$ cat config.mk
export PLATFORM = sky130hd
export DESIGN_NAME = pgs_pciex4_fifo_rd_stage_flat
export DESIGN_NICKNAME = d
export VERILOG_FILES = /design/src/rtl/pgs_pciex4_fifo_pkg.sv /design/src/rtl/pgs_pciex4_fifo_rd_stage_if.sv /design/src/rtl/pgs_pciex4_rd_lat_pipe.sv /design/src/rtl/pgs_pciex4_fifo_rd_stage.sv /design/src/flat_wrapper.sv
export SDC_FILE = /design/constraint.sdc
export NUM_CORES = 1
export LEC_CHECK = 0
export CAP_MARGIN = 5
export CORE_UTILIZATION = 35
export DETAILED_ROUTE_END_ITERATION = 7
export MAX_ROUTING_LAYER = met4
export PLACE_DENSITY_LB_ADDON = 0.1
export SLEW_MARGIN = 20
export SYNTH_ARGS = -nofsm -noshare
export SYNTH_HDL_FRONTEND = slang
export SYNTH_SLANG_ARGS = --single-unit
$ cat constraint.sdc
create_clock -name clk -period 33.9 [get_ports clk]
set_clock_uncertainty 0.2 [all_clocks]
set_input_delay 6.78 -clock clk [delete_from_list [all_inputs] [get_ports clk]]
set_output_delay 6.78 -clock clk [all_outputs]
set_load 0.02 [all_outputs]
$ cat src/rtl/pgs_pciex4_fifo_pkg.sv
// Shared types, constants and helpers for the PCIe x4 DMA FIFO read stage.
// Pointer and counter widths are sized for the largest legal read latency.
package pgs_pciex4_fifo_pkg;

   localparam int ERR_OVF_BIT = 0;
   localparam int ERR_UNF_BIT = 1;
   localparam int MAX_RD_LAT  = 2;

   function automatic int buf_depth(input int rd_lat);
      return rd_lat + 2;
   endfunction

   function automatic int clog2(input int val);
      int r;
      r = 0;
      for (int i = 0; i < 31; i++) begin
         if ((1 << i) < val) r = i + 1;
      end
      return r;
   endfunction

   localparam int MAX_DEPTH = buf_depth(MAX_RD_LAT);
   localparam int PTR_W     = clog2(MAX_DEPTH);
   localparam int CNT_W     = clog2(MAX_DEPTH + 1);

endpackage

$ cat src/rtl/pgs_pciex4_fifo_rd_stage_if.sv
// Valid/ready word stream from the FIFO read stage to the DMA TLP builder.
// master drives valid/data, slave drives ready.
interface pgs_pciex4_fifo_rd_stage_if #(
   parameter int DATA_WIDTH = 128
);
   logic                  valid;
   logic                  ready;
   logic [DATA_WIDTH-1:0] data;

   modport master (output valid, output data, input ready);
   modport slave  (input valid, input data, output ready);
endinterface

$ cat src/rtl/pgs_pciex4_rd_lat_pipe.sv
// Tracks issued RAM reads across the fixed read latency: the tail bit marks the
// cycle ram_rd_data carries a requested word, the popcount gives reads in flight.
module pgs_pciex4_rd_lat_pipe
   import pgs_pciex4_fifo_pkg::*;
#(
   parameter int LAT = 1
) (
   input  logic             clk,
   input  logic             rst,
   input  logic             issue_i,
   output logic             capture_o,
   output logic [CNT_W-1:0] inflight_o
);

   logic [LAT-1:0] vld_q;

   genvar gi;
   generate
      for (gi = 0; gi < LAT; gi++) begin : g_stage
         if (gi == 0) begin : g_head
            always_ff @(posedge clk) begin
               if (rst) vld_q[gi] <= 1'b0;
               else     vld_q[gi] <= issue_i;
            end
         end else begin : g_body
            always_ff @(posedge clk) begin
               if (rst) vld_q[gi] <= 1'b0;
               else     vld_q[gi] <= vld_q[gi-1];
            end
         end
      end
   endgenerate

   assign capture_o = vld_q[LAT-1];

   always_comb begin
      inflight_o = '0;
      for (int i = 0; i < LAT; i++) begin
         inflight_o = inflight_o + CNT_W'(vld_q[i]);
      end
   end

endmodule

$ cat src/rtl/pgs_pciex4_fifo_rd_stage.sv
// FWFT read stage: prefetches RAM words into a RD_LATENCY+2 entry skid buffer.
// Optional sticky overflow/underflow flags are built only with PGS_FIFO_RD_ERR_EN.
module pgs_pciex4_fifo_rd_stage
   import pgs_pciex4_fifo_pkg::*;
#(
   parameter int DATA_WIDTH = 128,
   parameter int RD_LATENCY = 1
) (
   input  logic                        clk,
   input  logic                        rst,
   input  logic                        fifo_rempty_i,
   output logic                        fifo_r_en_o,
   input  logic [DATA_WIDTH-1:0]       ram_rd_data_i,
   pgs_pciex4_fifo_rd_stage_if.master  m_if,
   output logic [1:0]                  err_flags_o
);

   localparam int               BUF_DEPTH = buf_depth(RD_LATENCY);
   localparam logic [PTR_W-1:0] PTR_LAST  = PTR_W'(BUF_DEPTH - 1);
   localparam logic [CNT_W:0]   DEPTH_W   = (CNT_W + 1)'(BUF_DEPTH);

   logic [DATA_WIDTH-1:0] buf_q [BUF_DEPTH];
   logic [PTR_W-1:0]      wr_ptr_q, wr_ptr_d;
   logic [PTR_W-1:0]      rd_ptr_q, rd_ptr_d;
   logic [CNT_W-1:0]      cnt_q, cnt_d;
   logic                  m_valid_q;
   logic [DATA_WIDTH-1:0] m_data_q, m_data_d;

   logic                  r_en;
   logic                  capture;
   logic                  cap_acc;
   logic                  pop;
   logic [CNT_W-1:0]      inflight;
   logic [CNT_W:0]        credit_sum;

   function automatic logic [PTR_W-1:0] ptr_inc(input logic [PTR_W-1:0] p);
      return (p == PTR_LAST) ? '0 : p + PTR_W'(1);
   endfunction

   pgs_pciex4_rd_lat_pipe #(
      .LAT (RD_LATENCY)
   ) u_lat_pipe (
      .clk        (clk),
      .rst        (rst),
      .issue_i    (r_en),
      .capture_o  (capture),
      .inflight_o (inflight)
   );

   // Reads already in flight reserve a slot, so a capture always finds room.
   assign pop        = m_valid_q & m_if.ready;
   assign credit_sum = {1'b0, cnt_q} + {1'b0, inflight} - {{CNT_W{1'b0}}, pop};
   assign r_en       = ~fifo_rempty_i & (credit_sum < DEPTH_W);
   assign fifo_r_en_o = r_en;

`ifdef PGS_FIFO_RD_ERR_EN
   logic       ovf;
   logic [1:0] err_q;

   assign ovf     = capture & (cnt_q == CNT_W'(BUF_DEPTH)) & ~pop;
   assign cap_acc = capture & ~ovf;

   always_ff @(posedge clk) begin
      if (rst) begin
         err_q <= 2'b00;
      end else begin
         if (ovf)                  err_q[ERR_OVF_BIT] <= 1'b1;
         if (r_en & fifo_rempty_i) err_q[ERR_UNF_BIT] <= 1'b1;
      end
   end

   assign err_flags_o = err_q;
`else
   assign cap_acc = capture;

   always_comb begin
      err_flags_o              = 2'b00;
      err_flags_o[ERR_OVF_BIT] = 1'b0;
      err_flags_o[ERR_UNF_BIT] = 1'b0;
   end
`endif

   always_comb begin
      rd_ptr_d = rd_ptr_q;
      wr_ptr_d = wr_ptr_q;
      m_data_d = m_data_q;
      if (pop)     rd_ptr_d = ptr_inc(rd_ptr_q);
      if (cap_acc) wr_ptr_d = ptr_inc(wr_ptr_q);
      cnt_d = cnt_q + CNT_W'(cap_acc) - CNT_W'(pop);
      // A word landing in an otherwise-empty buffer becomes the head directly.
      if (cap_acc && (cnt_q == CNT_W'(pop))) begin
         m_data_d = ram_rd_data_i;
      end else if (cnt_d != '0) begin
         m_data_d = buf_q[rd_ptr_d];
      end
   end

   always_ff @(posedge clk) begin
      if (rst) begin
         wr_ptr_q  <= '0;
         rd_ptr_q  <= '0;
         cnt_q     <= '0;
         m_valid_q <= 1'b0;
         m_data_q  <= '0;
      end else begin
         wr_ptr_q  <= wr_ptr_d;
         rd_ptr_q  <= rd_ptr_d;
         cnt_q     <= cnt_d;
         m_valid_q <= (cnt_d != '0);
         m_data_q  <= m_data_d;
      end
   end

   always_ff @(posedge clk) begin
      if (!rst && cap_acc) buf_q[wr_ptr_q] <= ram_rd_data_i;
   end

   assign m_if.valid = m_valid_q;
   assign m_if.data  = m_data_q;

endmodule

$ cat src/flat_wrapper.sv
// flat-port wrapper written by rule: the top's interface ports become plain ports
module pgs_pciex4_fifo_rd_stage_flat import pgs_pciex4_fifo_pkg::*;
#(
   parameter int DATA_WIDTH = 128,
   parameter int RD_LATENCY = 1
)
  (clk, rst, fifo_rempty_i, fifo_r_en_o, ram_rd_data_i, err_flags_o, m_if_valid, m_if_data, m_if_ready);
  pgs_pciex4_fifo_rd_stage_if #(.DATA_WIDTH(DATA_WIDTH)) m_if_i ();
  input  logic clk;
  input  logic rst;
  input  logic fifo_rempty_i;
  output logic fifo_r_en_o;
  input  logic [DATA_WIDTH-1:0] ram_rd_data_i;
  output logic [1:0] err_flags_o;
  output wire logic [$bits(m_if_i.valid)-1:0] m_if_valid;
  output wire logic [$bits(m_if_i.data)-1:0] m_if_data;
  input wire logic [$bits(m_if_i.ready)-1:0] m_if_ready;
  assign m_if_valid = m_if_i.valid;
  assign m_if_data = m_if_i.data;
  assign m_if_i.ready = m_if_ready;
  pgs_pciex4_fifo_rd_stage #(.DATA_WIDTH(DATA_WIDTH), .RD_LATENCY(RD_LATENCY)) u_core (.clk(clk), .rst(rst), .fifo_rempty_i(fifo_rempty_i), .fifo_r_en_o(fifo_r_en_o), .ram_rd_data_i(ram_rd_data_i), .m_if(m_if_i), .err_flags_o(err_flags_o));
endmodule
### Yosys cells after proc, flatten, opt, wreduce, memory -nomap -nowiden

Memory sizes are Yosys's and may differ from the RTL's.
Index checks and enable logic that the tools add are counted.

* bits in writable memories: 384
* memories kept: 1
* flip-flop bits (word level): 137

Memory list
* u_core.buf_q: depth 3, bits a word 128, read ports 1, clocked after memory_dff 0, write ports 1, RTL line pgs_pciex4_fifo_rd_stage.sv:22 `logic [DATA_WIDTH-1:0] buf_q [BUF_DEPTH];`

* equal/unequal tests: 3
* reductions and logical operators: 5
* multiplexer cells: 7
* bitwise gates (word level): 3
* add/subtract/negate cells: 6
* order comparisons: 1

Operators by type and width (number)
* 128-bit 2-to-1 mux: 2
* 2-bit 2-to-1 mux: 3
* 2-bit by 1-bit adder with 2-bit output, second input constant: 2
* 3-bit by 1-bit adder with 4-bit output: 1
* 2-bit == test, second input constant: 2
* 4-bit by 2-bit less-than comparator with 1-bit output, second input constant: 1
* 4-bit by 1-bit subtractor with 4-bit output: 1
* 3-bit by 1-bit adder with 3-bit output: 1
* 3-bit by 1-bit == test with 1-bit output: 1
* 3-bit nonzero test: 1
* 3-bit by 1-bit subtractor with 3-bit output: 1
* 1-bit bitwise AND: 2
* 1-bit logical AND: 2
* 1-bit 2-to-1 mux: 2
* 2-bit nonzero test: 1
* 1-bit logical NOT: 1
* 1-bit inverter: 1

### Logic depth before layout (Yosys ltp)

Gate-level depths: netlist of the first run.
An unclocked memory read counts as a cell.

* depth after elaboration: 6
* mapped depth: 13
* mapped depth without buffers: 11

### Modules after synthesis

Synthesis of the first run repeated with hierarchy kept, for this count alone.

* cells, all modules: 1600
* area, all modules: 23630.2 um^2

Modules (own cells, without submodules)
* pgs_pciex4_fifo_rd_stage: seq. area each 14253.7 um^2, cells an instance 1594, area each 23570.1 um^2, times used 1
* pgs_pciex4_rd_lat_pipe: seq. area each 20.0 um^2, cells an instance 6, area each 60.1 um^2, times used 1

### Worst setup path before layout of the first run

OpenSTA, ideal clock, no wires.

* path kind: input to register
* start: in rst
* end: mem u_core.buf_q[1][0], enable pin
* data required time: 32.901 ns
* stages: 3
* arrival time: 16.432 ns
* slack: 16.470 ns
* setup time: 0.799 ns
* cell sequence: clkbuf_1 -> nand2b_1 -> nor3b_1

* cells in the longest elaborated chain, start to end: 4

RTL lines
* start: declaration: RTL line flat_wrapper.sv:10 `input logic rst;`
* 1-bit logical NOT: RTL line pgs_pciex4_fifo_rd_stage.sv:115 `if (!rst && cap_acc) buf_q[wr_ptr_q] <= ram_rd_data_i;`
* 1-bit logical AND: RTL line pgs_pciex4_fifo_rd_stage.sv:115
* 1-bit 2-to-1 mux: RTL line pgs_pciex4_fifo_rd_stage.sv:115
* 1-bit 2-to-1 mux (implied by the code): RTL line pgs_pciex4_fifo_rd_stage.sv:115
* end: declaration: RTL line pgs_pciex4_fifo_rd_stage.sv:22

Every way passes these cells.

### Worst setup path in the final report of the first run

* start: in m_if_ready
* end: out fifo_r_en_o

* cells in the longest elaborated chain, start to end: 4

RTL lines
* start: declaration: RTL line flat_wrapper.sv:17 `input wire logic [$bits(m_if_i.ready)-1:0] m_if_ready;`
* 1-bit bitwise AND: RTL line pgs_pciex4_fifo_rd_stage.sv:51 `assign pop = m_valid_q & m_if.ready;`
* 4-bit by 1-bit subtractor with 4-bit output: RTL line pgs_pciex4_fifo_rd_stage.sv:52 `assign credit_sum = {1'b0, cnt_q} + {1'b0, inflight} - {{CNT_W{1'b0}}, pop};`
* 4-bit by 2-bit less-than comparator with 1-bit output: RTL line pgs_pciex4_fifo_rd_stage.sv:53 `assign r_en = ~fifo_rempty_i & (credit_sum < DEPTH_W);`
* 1-bit bitwise AND: RTL line pgs_pciex4_fifo_rd_stage.sv:53
* end: declaration: RTL line flat_wrapper.sv:12 `output logic fifo_r_en_o;`

Every way passes these cells.

==> impl_metrics.json, run 1 <==
{
  "place_ws_ns": 17.14,
  "rsz0062_at_grt": "false",
  "final_area_um2": 25000,
  "cts_tree": "yes",
  "setup_violations": 0,
  "vias": 11600,
  "postCtsHoldBufs": 0,
  "met1_usage_pct": 22.6,
  "cap_violations": 0,
  "avgViaCountPerCell": 4.92,
  "regArea_um2": 14300,
  "synthCells": 1298,
  "dpl_cell_area_um2": 23200,
  "worstSkewPairLatency_ns": 0.59,
  "fillers": 5155,
  "initial_core_util_pct": 35.4,
  "fin_crit_sh_pct": 49.4,
  "first_iter_violations": 483,
  "hold_violations": 0,
  "slowest_stage": "clkdlybuf4s50_1",
  "fin_util_pct": 44.3,
  "grt-busiest-layer": "met2",
  "cts.sinks": 521,
  "fin_nets": 1692,
  "drc": 0,
  "cts_setup_buffers": 0,
  "htree_num_levels": 2,
  "tightest_slew_ns": 1.02,
  "status": "completed",
  "maxSlewViolCount": 0,
  "core_area_um2": 56400,
  "synth_area_per_cell_um2": 15.4,
  "startpoint_type": "input pin",
  "die_w_um": 241,
  "most-common-layout-cells": "384 x edfxtp_1, 260 x clkdlybuf4s50_1, 257 x a21oi_1, 137 x dfxtp_1, 135 x inv_1",
  "postSynth.asyncResetShare_pct": 0,
  "path_cells": "clkdlybuf4s50_1 -> nand2_1 -> inv_1 -> ha_1 -> inv_1 -> ha_1 -> inv_1 -> fa_1 -> xnor2_1 -> nor3_1 -> and2_1 -> clkdlybuf4s50_1",
  "crit_fanout": 5,
  "tns_ns": 0,
  "grt_start_max_net_pins": 98,
  "synth_edf_count": 384,
  "grt_pass1_wl_um": 76800,
  "netSwitchingPower_uw": 882,
  "internal_power_mw": 1.47,
  "area_growth_pct": 25.4,
  "worstPathArrival_ns": 9.76,
  "grtUsageTotal_pct": 18.2,
  "stdcell_count": 2364,
  "cts_buffer_depth": 3,
  "wire_per_inst_um": 21.6,
  "antenna_found_initial": 9,
  "wl_um": 51000,
  "syn_area_um2": 19900,
  "cts_made_buffers": 57,
  "num_rows": 87,
  "synth_ff_type": "edfxtp_1",
  "hold_path_class": "flop to flop",
  "place_congestion": 0.747,
  "r2r_cells": 13,
  "synth_seq_cells": 521,
  "swShare_pct": 37.5,
  "p_per_area_nw_per_um2": 94.1,
  "p_leak_nw": 9.11,
  "ys_seq_area_share_pct": 71.6,
  "cts-root-buf": "clkbuf_16",
  "reg2reg_slack_ns": 28.69,
  "grtUsageMet3_pct": 5.47,
  "overflow": 0,
  "worst_slack_ns": 17.16,
  "met2_usage_pct": 29.2,
  "pwr-share-clk_pct": 25.0,
  "critPathMaxStageDelay_ns": 0.53,
  "drive_gt1_share_pct": 13.3,
  "finalPower_mw": 2.35,
  "p_seq_share_pct": 35.9,
  "hold_depth": 2,
  "die_h_um": 241,
  "cp_common_cell": "inv_1",
  "hold_ws_ns": 0.309,
  "ys_types": 31,
  "portBuffers": 261,
  "yosysWarnings": 0,
  "multi_input_area_um2": 4690,
  "dp_hpwl_um": 27000,
  "cts-resized-gates": 0,
  "drtAntennaViolNets": 0,
  "post-place-cells": 2252,
  "clkSlewWorstSetupHoldPaths_ns": 0.06,
  "layout_commonest_cell": "edfxtp_1",
  "grt_pass1_vias": 12200,
  "io_pins": 264,
  "max_freq_mhz": 59.7,
  "cp_data_required_time_ns": 26.92,
  "dr.pass1.iters": 4,
  "dieArea_um2": 57900,
  "relSlewSlack_pct": 32.0,
  "ir_drop_mv": 0.125,
  "worstSetupEndpointType": "output port",
  "p_comb_share_pct": 39.1,
  "path_class": "input pin to output port",
  "period_minus_slack_ns": 16.74
}
synth_stat cells, types with 3 or more instances:
cell type / instances / area (µm²)
buf_2: 31 / 155
buf_4: 16 / 120
dfxtp_1: 137 / 2740
mux2i_1: 130 / 1300
o221ai_1: 29 / 254
nor2b_1: 4 / 25.0
clkbuf_1: 27 / 101
o221ai_2: 100 / 1500
a21oi_1: 257 / 1290
edfxtp_1: 384 / 11500
nor3_1: 3 / 15.0
nor2_1: 8 / 30.0
ha_1: 4 / 50.1
buf_6: 13 / 146
inv_1: 135 / 507
state kept, by name, indices dropped and copies added (netlist names):
register,flops
u_core.buf_q,384
u_core.m_if.data,128
u_core.cnt_q,3
u_core.rd_ptr_q,2
u_core.wr_ptr_q,2
u_core.m_if.valid,1
u_core.u_lat_pipe.capture_o,1
power groups by stage:
stage                     Sequential, mW  Clock, mW  Combinational (mW)
after global routing               0.856      0.631               0.998
after floorplan                    0.937          0               0.556
after global placement             0.856          0               0.936
final                              0.845      0.588               0.919
after CTS                          0.846      0.608               0.948
after detailed placement           0.858          0               0.945
area by class of cell:
| type | count | area share, % |
|---|---|---|
| diodes | 9 | 0.0901 |
| clock buffers | 82 | 6.32 |
| clock inverters | 21 | 0.711 |
| inverters | 135 | 2.03 |
| multi-input cells | 556 | 18.8 |
| flip-flops and latches | 521 | 57.1 |
| well taps | 756 | 3.78 |
| repair buffers | 284 | 11.2 |
worst max-delay path: cells and delay by family:
family / cells / cell delay (ns)
XOR/XNOR: 1 / 0.48
buffers and inverters: 5 / 1.16
adder cells (fa/ha/maj): 3 / 0.87
AND/OR/NAND/NOR: 3 / 0.46
path summary, 6_finish.rpt:
| check | end | start |
|---|---|---|
| max | fifo_r_en_o | m_if_ready |
| max reg2reg | u_core.m_if.data[116]$_SDFFE_PP0P_ | u_core.m_if.valid$_SDFF_PP0_ |
| min | u_core.m_if.data[95]$_SDFFE_PP0P_ | u_core.m_if.data[95]$_SDFFE_PP0P_ |
| min reg2reg | u_core.m_if.data[95]$_SDFFE_PP0P_ | u_core.m_if.data[95]$_SDFFE_PP0P_ |
per-layer routing:
layer	share of wire, %	vias up
li1	-	5487
met1	44	5815
met2	48	247
met3	6.5	76
met4	1.8	0
met5	0	-
kinds of logic (layout without fill, tap and decap cells):
group,count (synthesis),count (layout),share of synthesized area (%)
AO/OA/AOI/OAI,388,388,15.3
XOR/XNOR,2,2,0.0879
adder cells (fa/ha/maj),5,5,0.351
buffers and inverters,222,522,5.17
flip-flops,521,521,71.6
multiplexers,131,131,6.58
other,1,11,0.0188
AND/OR/NAND/NOR,28,28,0.860
(Power assumes the default switching activity.)
==> run 2, diff against run 1 <==
==> constraint.sdc (replaced) <==
create_clock -name clk -period 17.25 [get_ports clk]
set_clock_uncertainty 0.2 [all_clocks]
set_input_delay 3.45 -clock clk [delete_from_list [all_inputs] [get_ports clk]]
set_output_delay 3.45 -clock clk [all_outputs]
set_load 0.02 [all_outputs]
==> run 2 against run 1 <==
Hold slack improved by 0.0054 ns. Total power rose by 96%. Routed wire length fell by 1.3%. Combinational power rose by 97%. Clock-buffer cell count rose by 2. Critical path depth did not move. Setup slack got worse by 9.9 ns. Clock power rose by 96%. Die area did not move. Global-route usage fell by 0.43 points. Non-clock buffer count rose by 1. Via count fell by 0.20%.
==> impl_metrics.json, run 2 (same netlist as run 1, synthesis figures left out) <==
{
  "postCtsHoldBufs": 0,
  "worstPathArrival_ns": 6.39,
  "internal_power_mw": 2.88,
  "grt_start_max_net_pins": 71,
  "p_per_area_nw_per_um2": 185,
  "relSlewSlack_pct": 26.6,
  "drc": 0,
  "first_iter_violations": 447,
  "post-place-cells": 2253,
  "setup_violations": 0,
  "htree_num_levels": 2,
  "path_cells": "clkdlybuf4s50_1 -> nand2_1 -> inv_1 -> ha_1 -> inv_1 -> ha_1 -> inv_1 -> fa_1 -> xnor2_1 -> nor3_1 -> and2_1 -> clkdlybuf4s50_1",
  "dieArea_um2": 57900,
  "cp_data_required_time_ns": 13.60,
  "wl_um": 50300,
  "stdcell_count": 2366,
  "path_class": "input pin to output port",
  "worstSkewPairLatency_ns": 0.61,
  "die_h_um": 241,
  "worstSetupEndpointType": "output port",
  "p_comb_share_pct": 39.1,
  "swShare_pct": 37.6,
  "portBuffers": 261,
  "startpoint_type": "input pin",
  "hold_path_class": "flop to flop",
  "cts_made_buffers": 56,
  "cap_violations": 0,
  "clkSlewWorstSetupHoldPaths_ns": 0.05,
  "tightest_slew_ns": 1.10,
  "cts.sinks": 521,
  "maxSlewViolCount": 0,
  "fillers": 5108,
  "pwr-share-clk_pct": 24.9,
  "fin_util_pct": 44.3,
  "ir_drop_mv": 0.217,
  "cts-root-buf": "clkbuf_16",
  "slowest_stage": "clkdlybuf4s50_1",
  "cts_setup_buffers": 0,
  "io_pins": 264,
  "period_minus_slack_ns": 10.04,
  "fin_nets": 1692,
  "critPathMaxStageDelay_ns": 0.53,
  "rsz0062_at_grt": "false",
  "status": "completed",
  "initial_core_util_pct": 35.4,
  "tns_ns": 0,
  "area_growth_pct": 25.4,
  "vias": 11600,
  "overflow": 0,
  "cts-resized-gates": 0,
  "netSwitchingPower_mw": 1.74,
  "cts_tree": "yes",
  "most-common-layout-cells": "384 x edfxtp_1, 260 x clkdlybuf4s50_1, 257 x a21oi_1, 137 x dfxtp_1, 135 x inv_1",
  "crit_family": "buffers and inverters",
  "dr.pass1.iters": 5,
  "largest_reg_flops": 384,
  "core_area_um2": 56400,
  "crit_fanout": 5,
  "max_freq_mhz": 99.6,
  "p_leak_nw": 9.11,
  "drtAntennaViolNets": 0,
  "cts_buffer_depth": 3,
  "avgViaCountPerCell": 4.90,
  "grt_pass1_vias": 12000,
  "drive_gt1_share_pct": 13.2,
  "antenna_found_initial": 6,
  "wire_per_inst_um": 21.3,
  "dp_hpwl_um": 27300,
  "top_register": "u_core.buf_q",
  "grtUsageTotal_pct": 17.8,
  "p_seq_share_pct": 36.0,
  "place_congestion": 0.739,
  "hold_violations": 0,
  "die_w_um": 241,
  "fin_crit_sh_pct": 58.2,
  "cp_common_cell": "inv_1",
  "layout_commonest_cell": "edfxtp_1",
  "num_rows": 87,
  "critical_path_buf_inv_count": 5,
  "grt_pass1_wl_um": 74800
}
## run 2: changes by cell type in the layout (fill, tap and decap cells not counted), sizes merged
cell,change
buf,+1
clkinv,+2
bufinv,-2
clkbuf,+2
clkinvlp,-1
inv,+2
diode,-2
## run 2: final timing paths
path | startpoint | endpoint | slack (ns) | cells after the start
worst max register to register | u_core.m_if.valid$_SDFF_PP0_ | u_core.m_if.data[73]$_SDFFE_PP0P_ | 12.71 | 13
worst max-delay path | m_if_ready | fifo_r_en_o | 7.21 | 12
worst min-delay path | u_core.m_if.data[121]$_SDFFE_PP0P_ | u_core.m_if.data[121]$_SDFFE_PP0P_ | 0.31 | 2
worst min register to register | u_core.m_if.data[121]$_SDFFE_PP0P_ | u_core.m_if.data[121]$_SDFFE_PP0P_ | 0.31 | 2
## run 2: area by class of cell
class | instances | area [µm²] | area share (%)
sequential | 521 | 14300 | 57.1
clock inverter | 22 | 133 | 0.531
clock buffer | 84 | 1640 | 6.56
multi-input combinational | 556 | 4690 | 18.8
timing repair buffer | 285 | 2790 | 11.2
inverter | 135 | 507 | 2.03
tap | 756 | 946 | 3.78
antenna | 7 | 17.5 | 0.0701
## run 2: layer usage
layer  vias to the layer above  track usage, %  routed length, µm
li1                       5490               -                  -
met1                      5792            22.4              22200
met2                       255            28.1              23900
met3                        65            5.14               3480
met4                         0            4.52                753
met5                         -               -                  0
## run 2: worst register-to-register path: cells and delay by family, from the launching register on
kind / cells / cell delay, ns
flops: 1 / 0.33
fa+ha+maj: 3 / 1.01
simple gates: 2 / 0.29
buf+inv: 5 / 1.44
compound gates: 3 / 1.18
## run 2: power by group through the flow
stage               Combinational (mW)  Clock (mW)  Sequential (mW)
CTS                               1.85        1.19             1.66
floorplan                         1.09           0             1.84
global placement                  1.83           0             1.68
global route                      1.96        1.23             1.68
detailed placement                1.84           0             1.69
finish                            1.81        1.15             1.66
## run 2: metrics by stage
| step | hold WS, ns | setup WS, ns | power, mW | instance area [µm²] |
|---|---|---|---|---|
| floorplan | 0.306 | 3.15 | 2.93 | 19900 |
| global placement | 0.301 | 7.25 | 3.51 | 23200 |
| detailed placement | 0.304 | 7.22 | 3.53 | 23200 |
| CTS | 0.315 | 7.20 | 4.70 | 25000 |
| global route | 0.335 | 7.03 | 4.87 | 25000 |
| finish | 0.314 | 7.21 | 4.62 | 25000 |
